**src/rtl/multi_input_debounce_param.sv**
```systemverilog
// Multi-channel push-button debouncer.
// The raw button levels pass through a two-flop synchronizer. A four-state FSM
// then accepts a pattern only after it has been stable for c_T clocks. An
// optional mutual-exclusion filter rejects any pattern that is not zero or
// one-hot. The outputs are the debounced level plus one-clock press and release
// pulses for each channel.
module multi_input_debounce_param #(
   parameter int FCLK       = 20000000,
   parameter int DEB_MS     = 1,
   parameter int N_INPUTS   = 4,
   parameter int MUTEX_MODE = 1
) (
   input  logic                i_clk_mhz,
   input  logic                i_rst_mhz,
   input  logic [N_INPUTS-1:0] ei_buttons,
   output logic [N_INPUTS-1:0] o_btns_deb,
   output logic [N_INPUTS-1:0] o_btns_press,
   output logic [N_INPUTS-1:0] o_btns_release,
   output logic                o_mutex_viol
);

   localparam int C_T = FCLK / 1000 * DEB_MS;
   localparam int TW  = $clog2(C_T + 1);

   // Timer compare points. SETTLE exits at c_T-2. The pipeline delays around
   // that point make the accepted value stable for c_T clocks in total.
   localparam logic [TW-1:0] T_SETTLE = TW'(C_T - 2);
   localparam logic [TW-1:0] T_CHANGE = TW'(C_T - 3);
   localparam logic [TW-1:0] T_MAX    = TW'(C_T - 1);

   // Stop elaboration if the parameters are out of range.
   generate
      if (C_T < 4) begin : g_bad_ct
         $error("multi_input_debounce_param: debounce period c_T must be at least 4 clocks");
      end
      if (N_INPUTS < 1 || N_INPUTS > 16) begin : g_bad_n
         $error("multi_input_debounce_param: N_INPUTS must be in 1..16");
      end
   endgenerate

   typedef enum logic [1:0] {
      ST_IDLE   = 2'd0,
      ST_SETTLE = 2'd1,
      ST_STABLE = 2'd2,
      ST_CHANGE = 2'd3
   } state_t;

   state_t              state_q, state_d;
   logic [TW-1:0]       timer_q, timer_d;
   logic [N_INPUTS-1:0] meta_q, sync_q;
   logic [N_INPUTS-1:0] prev_q;
   logic [N_INPUTS-1:0] store_q, store_d;
   logic [N_INPUTS-1:0] deb_q, deb_dly_q;
   logic [N_INPUTS-1:0] press_q, release_q;
   logic                onehot_or_zero;
   logic                pattern_ok;

   // Two-flop synchronizer for the asynchronous button levels. It has no reset
   // so that a reset does not disturb the path from the metastable flop.
   always_ff @(posedge i_clk_mhz) begin
      meta_q <= ei_buttons;
      sync_q <= meta_q;
   end

   // Keep last clock's synchronized pattern so SETTLE can detect bouncing.
   always_ff @(posedge i_clk_mhz) begin
      if (i_rst_mhz) prev_q <= '0;
      else           prev_q <= sync_q;
   end

   // A pattern with at most one bit set has no bits left after clearing the lowest set bit.
   assign onehot_or_zero = ((sync_q & (sync_q - N_INPUTS'(1))) == '0);
   assign pattern_ok     = (MUTEX_MODE == 0) || onehot_or_zero;
   assign o_mutex_viol   = (MUTEX_MODE != 0) && !onehot_or_zero;

   // Next-state logic, store capture, and the timer that clears on every state change.
   always_comb begin
      state_d = state_q;
      store_d = store_q;
      unique case (state_q)
         ST_IDLE: begin
            if (pattern_ok) state_d = ST_SETTLE;
         end
         ST_SETTLE: begin
            if (sync_q != prev_q) begin
               state_d = ST_IDLE;
            end else if (timer_q == T_SETTLE) begin
               state_d = ST_STABLE;
               store_d = prev_q;
            end
         end
         ST_STABLE: begin
            if (sync_q != store_q) state_d = ST_CHANGE;
         end
         ST_CHANGE: begin
            if (sync_q == store_q)       state_d = ST_STABLE;
            else if (timer_q == T_CHANGE) state_d = ST_IDLE;
         end
         default: begin
            state_d = ST_IDLE;
         end
      endcase

      if (state_d != state_q)  timer_d = '0;
      else if (timer_q != T_MAX) timer_d = timer_q + TW'(1);
      else                     timer_d = timer_q;
   end

   // FSM state, timer and accepted pattern. The debounced level is driven from
   // the present state, which gives it one register stage of delay.
   always_ff @(posedge i_clk_mhz) begin
      if (i_rst_mhz) begin
         state_q   <= ST_IDLE;
         timer_q   <= '0;
         store_q   <= '0;
         deb_q     <= '0;
         deb_dly_q <= '0;
      end else begin
         state_q   <= state_d;
         timer_q   <= timer_d;
         store_q   <= store_d;
         deb_q     <= (state_q == ST_STABLE || state_q == ST_CHANGE) ? store_q : '0;
         deb_dly_q <= deb_q;
      end
   end

   // Edge detection on each channel. Reset clears the level and its delayed
   // copy together, so a reset never produces a release pulse.
   generate
      for (genvar gi = 0; gi < N_INPUTS; gi++) begin : g_edge
         always_ff @(posedge i_clk_mhz) begin
            if (i_rst_mhz) begin
               press_q[gi]   <= 1'b0;
               release_q[gi] <= 1'b0;
            end else begin
               press_q[gi]   <= deb_q[gi] & ~deb_dly_q[gi];
               release_q[gi] <= ~deb_q[gi] & deb_dly_q[gi];
            end
         end
      end
   endgenerate

   assign o_btns_deb     = deb_q;
   assign o_btns_press   = press_q;
   assign o_btns_release = release_q;

endmodule
```
**config.mk**
```make
export PLATFORM = sky130hd
export DESIGN_NAME = multi_input_debounce_param
export DESIGN_NICKNAME = d
export VERILOG_FILES = /design/src/rtl/multi_input_debounce_param.sv
export SDC_FILE = /design/constraint.sdc
export NUM_CORES = 1
export LEC_CHECK = 0
export BUFFER_PORTS_ARGS = -buffer_cell sky130_fd_sc_hd__buf_2
export CAP_MARGIN = 20
export CORE_ASPECT_RATIO = 1.5
export CORE_UTILIZATION = 50
export DETAILED_ROUTE_END_ITERATION = 10
export GPL_TIMING_DRIVEN = 0
export PLACE_DENSITY = 0.8
export REMOVE_ABC_BUFFERS = 1
export SETUP_SLACK_MARGIN = 0.1
export SYNTH_ARGS = -nofsm -noshare
export SYNTH_HDL_FRONTEND = slang
export SYNTH_SLANG_ARGS = --single-unit
```
**constraint.sdc**
```tcl
create_clock -name i_clk_mhz -period 2.45 [get_ports i_clk_mhz]
set_input_delay 0 -clock i_clk_mhz [delete_from_list [all_inputs] [get_ports i_clk_mhz]]
set_output_delay 0 -clock i_clk_mhz [all_outputs]
set_load 0.01 [all_outputs]
```
==> results.toml <==
[floorplan]
die_w_um = 52.4
initial_utilization_pct = 52.3
pin_count = 19
die_h_um = 77.6
num_rows = 27
coreArea_mm2 = 0.00365
die_area_mm2 = 0.00407

[global_routing]
antenna_found_initial = 0
grt_pass1_vias = 1311
track_usage_pct = 18.9
grt_pass1_wl_mm = 5.77
grt_overflow = 0
grt_max_degree = 33

[sta]
slew_headroom_pct = 60.2
finalCritPeriodShare_pct = 91.0
fmax_mhz = 449
fin_tns_setup_ns = 0
drv_slew = 0
rsz0062_at_grt = "false"
fin_skew_ns = 0.00509
finalHoldViolations = 0
period_needed_ns = 2.23
setup_viol = 0
worstMarginPinSlew_ns = 0.598

[clocking]
cts_inserted_buffers = 5
clk_pin_slew_ns = 0.09
cts_sinks = 49
cts_tree = "built"
ctsRootBufferMaster = "clkbuf_8"
clock_latency_ns = 0.30
clock_path_buffers = 2
ctsHtreeMaxLevel = 2

[synthesis]
ys_seq_area_share_pct = 51.4
synth_edf_count = 0
synth-seq-cells = 49
synth_cell_type_count = 42
syn_area_per_cell_um2 = 10.4
ys_warn_count = 0
syn_area_mm2 = 0.00191
synth_cells = 184
ys.flop_type = "dfxtp_1"
ys_async_sr_fraction_pct = 0

[outcome]
status = "complete, no violations"

[critical_path]
cp-startpoint = "timer_q[8]"
crit_required_ns = 2.62
critPathKind = "flop to flop"
end_kind = "flop"
slowest_stage = "or4b_4"
critPathMaxStageDelay_ns = 0.57
r2r_start = "timer_q[8]"
start_kind = "flop"
cp_data_arrival_time_ns = 2.40
crit_fanout = 13
worstPathCellList = "or4b_4, nor4_1, nand3_1, o21ai_4, nor4_1"
crit_path_frequent_cell = "nor4_1"

[routing]
vias = 1403
ant_nets = 0
routedWlPerCell_um = 13.6
wirelength_mm = 3.42
detailedRoute.firstIterationViolations = 27
dr.pass1.iters = 4
route.detailed.drc = 0
vias_per_cell = 5.59

[place]
portBuffers = 18
dpl.hpwl_mm = 2.19
place_inst = 238
gp_congestion = 0.820

[power]
power_frac_comb_pct = 6.0
switchingPower_mw = 0.348
leakagePower_nw = 0.890
clockPowerShare_pct = 39.0
pwr_density_cell_mw_per_mm2 = 687
p_seq_share_pct = 55.0
internal_power_mw = 1.16
switching_share_pct = 23.1
irDropWorstVdd_mv = 0.662

[min_path]
worstHoldStart = "i_rst_mhz"
min_path_type = "primary input to flop"

[finish]
final_cell_mix = "dfxtp_1 (49), buf_2 (18), nor2b_1 (12)"
area_delta_synth_final_pct = 15.1
layout_commonest_cell = "dfxtp_1"
antenna_cells = 0
stdcell_count = 251
nFillCells = 324
drive_gt1_share_pct = 17.3
nNetsFinal = 216

[job]
maxCapViolations = 0
==> repair_timing <==
action,4_1_cts,5_1_grt
setup endpoints to repair,13,14
gates resized for setup,1,3
pin swaps,1,0
hold buffers,4,0
setup buffers,1,0
hold endpoints to repair,4,0
==> power groups by stage <==
stage / clock network, mW / registers (mW) / logic (mW)
6_report: 0.588 / 0.830 / 0.0900
4_1_cts: 0.600 / 0.830 / 0.0861
3_3_place_gp: 0 / 0.848 / 0.0790
3_5_place_dp: 0 / 0.848 / 0.0785
2_1_floorplan: 0 / 0.844 / 0.0549
5_1_grt: 0.632 / 0.833 / 0.101
==> critical path, delay by kind of cell, from the launching register on <==
kind               cells  cell delay, ns
AOI/OAI and AO/OA      1            0.43
DFF                    1            0.36
and+or+nand+nor        4            1.31
==> registers in the layout, summed over array words and instances (netlist names) <==
name            flops
store_q             4
meta_q              4
prev_q              4
o_btns_press        4
o_btns_deb          4
timer_q            15
state_q             2
sync_q              4
o_btns_release      4
deb_dly_q           4
==> per-layer routing <==
layer | routed length, µm | track usage (%) | vias up
li1 | - | - | 695
met1 | 1430 | 20.7 | 663
met2 | 1750 | 32.0 | 35
met3 | 128 | 5.49 | 10
met4 | 117 | 9.21 | 0
met5 | 0 | 0 | -
==> cells by family after synthesis <==
group / share of synthesized area (%)
muxes: 2.10
adders and majority gates: 1.97
buffers and inverters: 3.08
AOI/OAI and AO/OA: 7.22
and+or+nand+nor: 25.5
DFF: 51.4
xor gates and xnor gates: 8.73
==> per-stage QoR <==
stage                     utilization (%)  total power, mW  instance area, µm²  hold WS, ns  worst slack, ns
after floorplan                         -            0.899                1870       0.0277            0.364
after global placement               55.2            0.927                2010        0.103           0.0288
final                                60.2             1.51                2190        0.179            0.221
after CTS                            59.8             1.52                2180        0.173            0.126
after global routing                 60.2             1.57                2190        0.201            0.115
after detailed placement             55.2            0.927                2010        0.104           0.0265
==> Yosys cell counts (4+ instances only) <==
cell / n / area share [%]
nand2_1: 5 / 0.98
nor4_1: 11 / 3.6
nor2_1: 9 / 1.8
inv_1: 6 / 1.2
nor3b_1: 5 / 2.0
and3_1: 8 / 2.6
nor2b_1: 12 / 3.9
xnor2_1: 10 / 4.6
mux2i_1: 4 / 2.1
nand3_1: 10 / 2.6
xor2_1: 9 / 4.1
dfxtp_1: 49 / 51
==> final timing paths <==
path	slack [ns]	cells past startpoint	to
max	0.22	5	timer_q[11]
min	0.18	2	store_q[3]
min reg2reg	0.33	0	sync_q[1]
max reg2reg	0.22	5	timer_q[11]
==> layout make-up <==
cell class                 count  area (µm²)  area share [%]
clock inverter                 3        47.5            2.17
clock buffer                   5        68.8            3.14
multi-input combinational    122         883            40.3
timing repair buffer          23         138            6.27
tap                           43        53.8            2.45
sequential                    49         981            44.7
inverter                       6        22.5            1.03
Note: power is estimated with default switching activity, not from simulation.
